$ cat config.mk
export PLATFORM = sky130hd
export DESIGN_NAME = watch_key_fsm
export DESIGN_NICKNAME = d
export VERILOG_FILES = /design/src/rtl/watch_key_fsm.sv
export SDC_FILE = /design/constraint.sdc
export NUM_CORES = 1
export LEC_CHECK = 0
export ABC_CLOCK_PERIOD_IN_PS = 3740
export CORE_AREA = 2 2 39 41
export DETAILED_ROUTE_END_ITERATION = 8
export DIE_AREA = 0 0 41 43
export GPL_TIMING_DRIVEN = 0
export PLACE_DENSITY_LB_ADDON = 0.1
export SLEW_MARGIN = 10
export SYNTH_ARGS = -nofsm -noshare
export SYNTH_HDL_FRONTEND = slang
export SYNTH_SLANG_ARGS = --single-unit
$ cat constraint.sdc
create_clock -name clk -period 3.74 [get_ports clk]
set_clock_uncertainty 0.1 [all_clocks]
set_input_delay 0.374 -clock clk [delete_from_list [all_inputs] [get_ports clk]]
set_output_delay 0.374 -clock clk [all_outputs]
set_load 0.1 [all_outputs]
$ cat src/rtl/watch_key_fsm.sv
// rtl/watch_key_fsm.sv - stopwatch key interpreter: press detection and run/pause/freeze FSM
// Optional long-press clear is selected with `define LONG_PRESS_CLEAR_EN.
module watch_key_fsm #(
   parameter int LONG_PRESS_CYCLES = 100000000
) (
   input  logic       clk,
   input  logic       reset,
   input  logic       key_start_pause_n,
   input  logic       key_display_n,
   input  logic       key_clear_n,
   output logic       count_en,
   output logic       display_hold,
   output logic       clear_pulse,
   output logic [1:0] state,
   output logic       event_pulse
);

   localparam int CNT_W = $clog2(LONG_PRESS_CYCLES + 1);

   typedef enum logic [1:0] {
      IDLE   = 2'b00,
      RUN    = 2'b01,
      PAUSE  = 2'b10,
      FREEZE = 2'b11
   } state_t;

   state_t cur_state;
   state_t nxt_state;
   logic   prev_start;
   logic   prev_display;
   logic   press_start;
   logic   press_display;
   logic   clear_evt;
   logic   accepted;

   // Previous samples reset to "pressed" so a key held through reset cannot fire.
   assign press_start   = prev_start & ~key_start_pause_n;
   assign press_display = prev_display & ~key_display_n;

`ifdef LONG_PRESS_CLEAR_EN
   localparam logic [CNT_W-1:0] CNT_MAX = CNT_W'(LONG_PRESS_CYCLES);

   logic [CNT_W-1:0] hold_cnt;
   logic             clear_armed;

   // Counting only starts once the key has been seen released after reset.
   always_ff @(posedge clk or posedge reset) begin
      if (reset) begin
         hold_cnt    <= '0;
         clear_armed <= 1'b0;
      end else if (key_clear_n) begin
         hold_cnt    <= '0;
         clear_armed <= 1'b1;
      end else if (clear_armed && hold_cnt != CNT_MAX) begin
         hold_cnt <= hold_cnt + CNT_W'(1);
      end
   end

   assign clear_evt = ~key_clear_n & clear_armed & (hold_cnt == CNT_MAX - CNT_W'(1));
`else
   logic prev_clear;
   logic unused_cfg;

   always_ff @(posedge clk or posedge reset) begin
      if (reset) prev_clear <= 1'b0;
      else       prev_clear <= key_clear_n;
   end

   assign clear_evt  = prev_clear & ~key_clear_n;
   assign unused_cfg = (CNT_W > 0);
`endif

   // Priority clear > start/pause > display; losers in the same cycle are dropped.
   always_comb begin
      nxt_state = cur_state;
      if (clear_evt) begin
         nxt_state = IDLE;
      end else if (press_start) begin
         case (cur_state)
            IDLE:    nxt_state = RUN;
            RUN:     nxt_state = PAUSE;
            PAUSE:   nxt_state = RUN;
            FREEZE:  nxt_state = PAUSE;
            default: nxt_state = IDLE;
         endcase
      end else if (press_display) begin
         case (cur_state)
            RUN:     nxt_state = FREEZE;
            FREEZE:  nxt_state = RUN;
            default: nxt_state = cur_state;
         endcase
      end
   end

   assign accepted = clear_evt | (nxt_state != cur_state);

   always_ff @(posedge clk or posedge reset) begin
      if (reset) begin
         cur_state    <= IDLE;
         prev_start   <= 1'b0;
         prev_display <= 1'b0;
         count_en     <= 1'b0;
         display_hold <= 1'b0;
         clear_pulse  <= 1'b0;
         event_pulse  <= 1'b0;
      end else begin
         cur_state    <= nxt_state;
         prev_start   <= key_start_pause_n;
         prev_display <= key_display_n;
         count_en     <= (nxt_state == RUN) || (nxt_state == FREEZE);
         display_hold <= (nxt_state == FREEZE);
         clear_pulse  <= clear_evt;
         event_pulse  <= accepted;
      end
   end

   assign state = cur_state;

endmodule

# After elaboration in Yosys (flattened, before gate mapping)

Index checks and enable logic that the tools add are counted.

Multiplexer cells: 5
Equality and inequality tests: 6
Bitwise operators: 7
Reduce and logical (&&, ||, !) cells: 4

Operators with widths:

| cell                 | number |
|---|---|
| $pmux W2 S2          | 2 |
| $eq A2 B2 Y1 const B | 3 |
| $mux W2              | 3 |
| $eq A2 B1 Y1 const B | 2 |
| $reduce_or A2 Y1     | 2 |
| $and A1 B1 Y1        | 3 |
| $not A1 Y1           | 3 |
| $logic_not A2 Y1     | 1 |
| $ne A2 B2 Y1         | 1 |
| $logic_or A1 B1 Y1   | 1 |
| $or A1 B1 Y1         | 1 |

Output and inout port bits: 6
Input bits: 5
Register bits: 9
Logic and storage cells: 30

# Longest topological paths before layout

Gate-level depths: netlist of run 1.

Depth after elaboration: 7
Gate-level depth with buffers: 6
Gate-level depth less buffers: 6

# Least setup slack after synthesis of run 1

Ideal clock, no wire load.

Kind: register to register
Start: register cur_state[1] (netlist: state[1])
End: register event_pulse
Path buffers: 0
Period minus slack after synthesis: 2.115 ns
Data required time: 3.536 ns
Arrival time: 1.911 ns
Setup slack: 1.625 ns
Setup time: 0.104 ns
Stages on the path, launching flop included: 7
Path through: dfrtp_1 -> inv_1 -> ha_1 -> nor2_1 -> o21ai_1 -> a221o_1 -> o311ai_1

Longest elaborated chain between the ends: 7
Elaborated cells between the ends (all ways): 13
Those cells by class: 4 x eq/ne; 5 x mux; 1 x bitwise; 3 x reduce/logical

RTL lines:

| what                                                   | RTL line | RTL |
|---|---|---|
| start, declared                                        | 27       | `state_t cur_state;` |
| start signal, assigned                                 | 107      | `cur_state <= nxt_state;` |
| $eq A2 B2 Y1 (tied with other cells)                   | 79, 87   |  |
| $pmux W2 S2 / $reduce_or A2 Y1 (equally long branches) | --       |  |
| $mux W2 / $pmux W2 S2 (equally long branches)          | 86, 79   |  |
| $mux W2                                                | 78       | `end else if (press_start) begin` |
| $mux W2                                                | 76       | `if (clear_evt) begin` |
| $ne A2 B2 Y1 (*)                                       | 95       | `assign accepted = clear_evt \| (nxt_state != cur_state);` |
| $or A1 B1 Y1 (*)                                       | 95       |  |
| named net accepted                                     | 34       | `logic accepted;` |
| end signal, assigned                                   | 113      | `event_pulse <= accepted;` |
| end, declared                                          | 15       | `output logic event_pulse` |

The timed path passes the listed nets; every way through them passes the cells marked *.

# Worst setup path after layout of run 1

Start: register cur_state[0] (netlist: state[0])
End: output state[0]

RTL lines:

| what          | RTL line | RTL |
|---|---|---|
| end, declared | 14       | `output logic [1:0] state,` |

No word-level cell between the ends.

==> out/metrics.cfg, run 1 <==
[run_status]
status=finished clean

[synth]
synthCells=33
synth_top_area_cell=dfrtp_1
ys_ff_latch=8
synth_warnings=0
synth_ff_type=dfrtp_1
yosys-top-cells-area=dfrtp_1 54%, ha_1 6.7%, a21oi_1 4.0%
synthArstFlopShare_pct=100.0
ys_types=18
seq_area_frac_synth_pct=53.69
syn_area_per_cell_sq_um=11.30
synth.most_common_cell=dfrtp_1
netlist.area_leader.share_pct=53.69
synth-edff-count=0
syn_area_sq_um=372.9
synth_fp_nets=40
synth_common_cells=8 x dfrtp_1, 3 x a21oi_1, 3 x inv_1, 3 x nor2_1

[sta]
fmax_ghz=0.4037
max_slew_margin_pct=35.60
fin_tns_setup_ns=0
min_period_ns=2.477
setup_violations=0
rsz0062_at_grt=no
worst_slew_pin_slew_ns=0.9630
finalCritPeriodShare_pct=66.23
finalMaxSlewViolations=0
hold_violations=0

[clocking]
clk_pin_slew_worst_paths_ns=0.05
cts_sinks=8
post_cts_buffers=0
cts_resized=0
cts_made_buffers=3
insertion_delay_ns=0.25
cts_tree=yes
root_buffer=clkbuf_4
cts_buffer_depth=2
hold_buffers=0
htreeDepth=1

[setup_path]
crit_path_cell_trace=buf_4 -> clkdlybuf4s50_1
crit_path_end_kind=primary output
path_delay_family=buffers and inverters
cp-start-kind=register
required_ns=3.27
crit_slowest_cell=clkdlybuf4s50_1
crit_cells=2
slowest_delay_ns=1.12
r2r_cells=6
critPathMaxFanout=8
crit_buf_inv=2
crit_type=register to primary output
arrival_ns=2.00

[power_and_ir_drop]
switchingPower_w=0.0001388
total_power_w=0.0003109
ir_drop_uv=251.5
swShare_pct=44.65
intPower_w=0.0001721
power.density_mw_per_mm2=603.1
p_seq_share_pct=34.3
combinationalPowerShare_pct=45.3
leakagePower_nw=0.2302
power.share.clock_pct=20.4

[layout]
diodes=0
seq_area_sq_um=200.2
multi_input_area_sq_um=153.9
fin_nets=55
layout-drive-gt1-share_pct=15.22
fin_cells=62
syn2layout_area_growth_pct=38.25
final_core_util_pct=37.25
fillCellCount=137

[flow_run]
drv_cap=0

[placement]
gp_congestion=0.7248
dp.cells=59
hpwl_microns=475.1
port_buffers=10

[routing]
dr_total_vias=280
drtIter0Drc=7
drtPass1Iterations=4
routedWlPerCell_microns=9.597
detail-route-antenna-nets=0
drc_errors=0
drt_wl_total_microns=595
viasPerCell=4.516

[global_route]
grt_usage_pct=9.717
antenna_found_initial=0
grt_pass1_wl_microns=1055
grt_remaining_overflow=0
grt_max_degree=9
grt_pass1_vias=269

[floorplan]
design.core.area_sq_mm=0.001384
die_w_microns=41
die_h_microns=43
num_rows=14
ioPinCount=11
dieArea_sq_mm=0.001763
initial_core_util_pct=26.94

[hold_path]
hp-class=primary input to async pin

-- power groups by stage --
stage	Combinational [W]	Clock, W	Sequential (W)
floorplan	0.0000507	0	0.000166
global placement	0.000141	0	0.000107
detailed placement	0.000141	0	0.000108
CTS	0.000142	0.0000667	0.000107
global route	0.000149	0.0000735	0.000109
finish	0.000141	0.0000633	0.000107
-- worst paths after layout --
kind,from,end,slack (ns)
min,reset,prev_display,0.26
max reg2reg,state[1],display_hold,2.14
min in group clk,prev_clear,clear_pulse,0.47
min reg2reg,prev_clear,clear_pulse,0.47
max,state[0],state[0],1.26
max in group asynchronous,reset,event_pulse,3.06
-- cells by family after synthesis --
group | Yosys count | share of synthesized area (%)
AO/OA/AOI/OAI | 9 | 17.11
adder cells (fa/ha/maj) | 2 | 6.710
buffers and inverters | 4 | 5.034
flip-flops | 8 | 53.69
AND/OR/NAND/NOR | 10 | 17.45
-- routing by layer --
metal  wire (microns)  vias to the layer above  global-route usage, %
met3               60                        0                  9.424
met5                0                        -                      0
met1              251                      127                  9.901
met2              282                       11                  14.06
met4                0                        0                  2.000
li1                 -                      142                      -
-- worst register-to-register path, delay by kind of cell, from the launching register on --
family	cells	cell delay (ns)
flip-flops	1	0.45
buffers and inverters	1	0.07
AO/OA/AOI/OAI	1	0.21
AND/OR/NAND/NOR	3	0.46
adder cells (fa/ha/maj)	1	0.20
-- state kept, by name, indices dropped and copies added (netlist names) --
name	count
display_hold	1
prev_clear	1
prev_display	1
event_pulse	1
state	2
prev_start	1
clear_pulse	1
-- per-stage QoR --
step | hold WS (ns) | setup slack (ns) | cell area (sq um)
2_1_floorplan | 0.08966 | 1.625 | 372.9
3_3_place_gp | 0.4634 | 1.548 | 493.0
5_1_grt | 0.2995 | 1.200 | 515.5
3_5_place_dp | 0.4599 | 1.523 | 493.0
6_report | 0.2608 | 1.263 | 515.5
4_1_cts | 0.2617 | 1.253 | 515.5
-- final cells by class --
class	instances	area share (%)
buffer	1	1.456
clock buffer	3	4.369
inverter	3	2.184
multi-input combinational	21	29.85
sequential	8	38.83
tap	16	3.883
timing repair buffer	10	19.42
-- layout by cell type (no fill, tap or decap) --
cell type / instances
a211oi_2: 1
a21oi_1: 3
clkdlybuf4s50_1: 10
nor2b_1: 2
a221o_1: 1
dfrtp_1: 8
nand2b_4: 1
buf_4: 1
o21a_1: 1
nand2_1: 1
o311ai_1: 1
nor2_1: 3
nand2b_1: 1
inv_1: 3
o21ai_0: 1
clkbuf_4: 3
nor3_2: 1
and2b_1: 1
ha_1: 2
o21ai_1: 1
Power figures use the tool's default switching activity.
==> inputs of run 2 (changes only) <==
- ABC_CLOCK_PERIOD_IN_PS: 3740 -> 2200
- clock period: 3.74 -> 2.2 ns (I/O delays scaled with it)
==> out/metrics.cfg, run 2 (same netlist as run 1, synthesis figures left out) <==
[routing]
viasPerCell=4.532
drtIter0Drc=7
drt_wl_total_microns=594
dr_total_vias=281
drtPass1Iterations=3
routedWlPerCell_microns=9.581
detail-route-antenna-nets=0
drc_errors=0

[power_and_ir_drop]
ir_drop_uv=424.0
leakagePower_nw=0.2386
power.density_mw_per_mm2=1017

[clocking]
cts_tree=yes
clk_pin_slew_worst_paths_ns=0.05
cts_made_buffers=3
hold_buffers=0
htreeDepth=1
insertion_delay_ns=0.25
cts_buffer_depth=2
root_buffer=clkbuf_4
cts_sinks=8

[sta]
fin_ws_ns=0.1603
fin_tns_setup_ns=0
worst_slew_pin_slew_ns=0.9591
holdWs_ns=0.1068
hold_violations=0
min_period_ns=2.040
finalMaxSlewViolations=0
rsz0062_at_grt=no
max_slew_margin_pct=35.86
finalCritPeriodShare_pct=92.71
fmax_ghz=0.4903
setup_violations=0

[flow_run]
drv_cap=0

[placement]
gp_congestion=0.7248
port_buffers=10
dp.cells=59
hpwl_microns=475.1
dp_slack_ns=0.1374

[setup_path]
required_ns=1.88
cp-start-kind=register
crit_type=register to primary output
critPathMaxFanout=8
crit_path_end_kind=primary output
arrival_ns=1.72
r2r_cells=6

[hold_path]
hp-class=primary input to async pin

[floorplan]
design.core.area_sq_mm=0.001384
die_h_microns=43
dieArea_sq_mm=0.001763
ioPinCount=11
initial_core_util_pct=26.94
die_w_microns=41
num_rows=14

[layout]
diodes=0
largest_reg_flops=2
final_core_util_pct=36.98
final_common_cell=dfrtp_1
multi_input_area_sq_um=153.9
most-common-layout-cells=8 x dfrtp_1, 7 x clkdlybuf4s50_1
syn2layout_area_growth_pct=37.25
fin_cells=62
layout-drive-gt1-share_pct=15.22
seq_area_sq_um=200.2
fin_nets=55
fillCellCount=140

[run_status]
status=finished clean

[global_route]
grt_remaining_overflow=0
grt_pass1_vias=269
grt_usage_pct=9.717
antenna_found_initial=0
grt_max_degree=9
grt_pass1_wl_microns=1055

-- run 2: changes by cell type in the layout (fill, tap and decap cells not counted) --
cell	change
dlygate4sd2_1	+3
clkdlybuf4s50_1	-3
-- run 2: layer usage --
metal	GRT usage [%]	wire length, microns
met1	9.901	249
met5	0	0
met4	2.000	0
met3	9.424	61
met2	14.06	283
-- run 2: stage by stage --
| stage | power, W | area [sq um] |
|---|---|---|
| after floorplan | 0.0003688 | 372.9 |
| after global placement | 0.0004220 | 493.0 |
| after detailed placement | 0.0004243 | 493.0 |
| after CTS | 0.0005278 | 511.7 |
| after global routing | 0.0005555 | 511.7 |
| final | 0.0005204 | 511.7 |
-- run 2: area by class of cell --
cell class	instances	share of cell area (%)
Timing Repair Buffer	10	18.83
Multi-Input combinational cell	21	30.07
Inverter	3	2.200
Sequential cell	8	39.12
Clock buffer	3	4.401
Buffer	1	1.467
Tap cell	16	3.912
-- run 2: critical path: stages, from the launching register on --
cell and delay, ns:
dfrtp_1 0.48, buf_4 0.15, dlygate4sd2_1 0.84
-- run 2: path summary, 6_finish.rpt --
path	from	endpoint	slack, ns
worst max-delay path	state[0]	state[0]	0.16
worst min-delay path	reset	prev_display	0.11
worst max register to register	state[1]	display_hold	0.61
worst min register to register	prev_clear	clear_pulse	0.47
max in group asynchronous	reset	event_pulse	1.67
min in group clk	key_display_n	prev_display	0.34
-- run 2: power breakdown --
group	leakage (nW)	internal [W]	switching [W]	total (W)
sequential	0.0986	0.000164	0.0000171	0.000181
clock	0.0138	0.0000621	0.0000454	0.000108
combinational	0.126	0.0000591	0.000173	0.000232
total	0.239	0.000285	0.000235	0.000520
-- run 2: repair_timing --
action	in CTS	in global routing
setup buffers	0	0
endpoints found under the setup margin	3	0
resized for setup	3	0
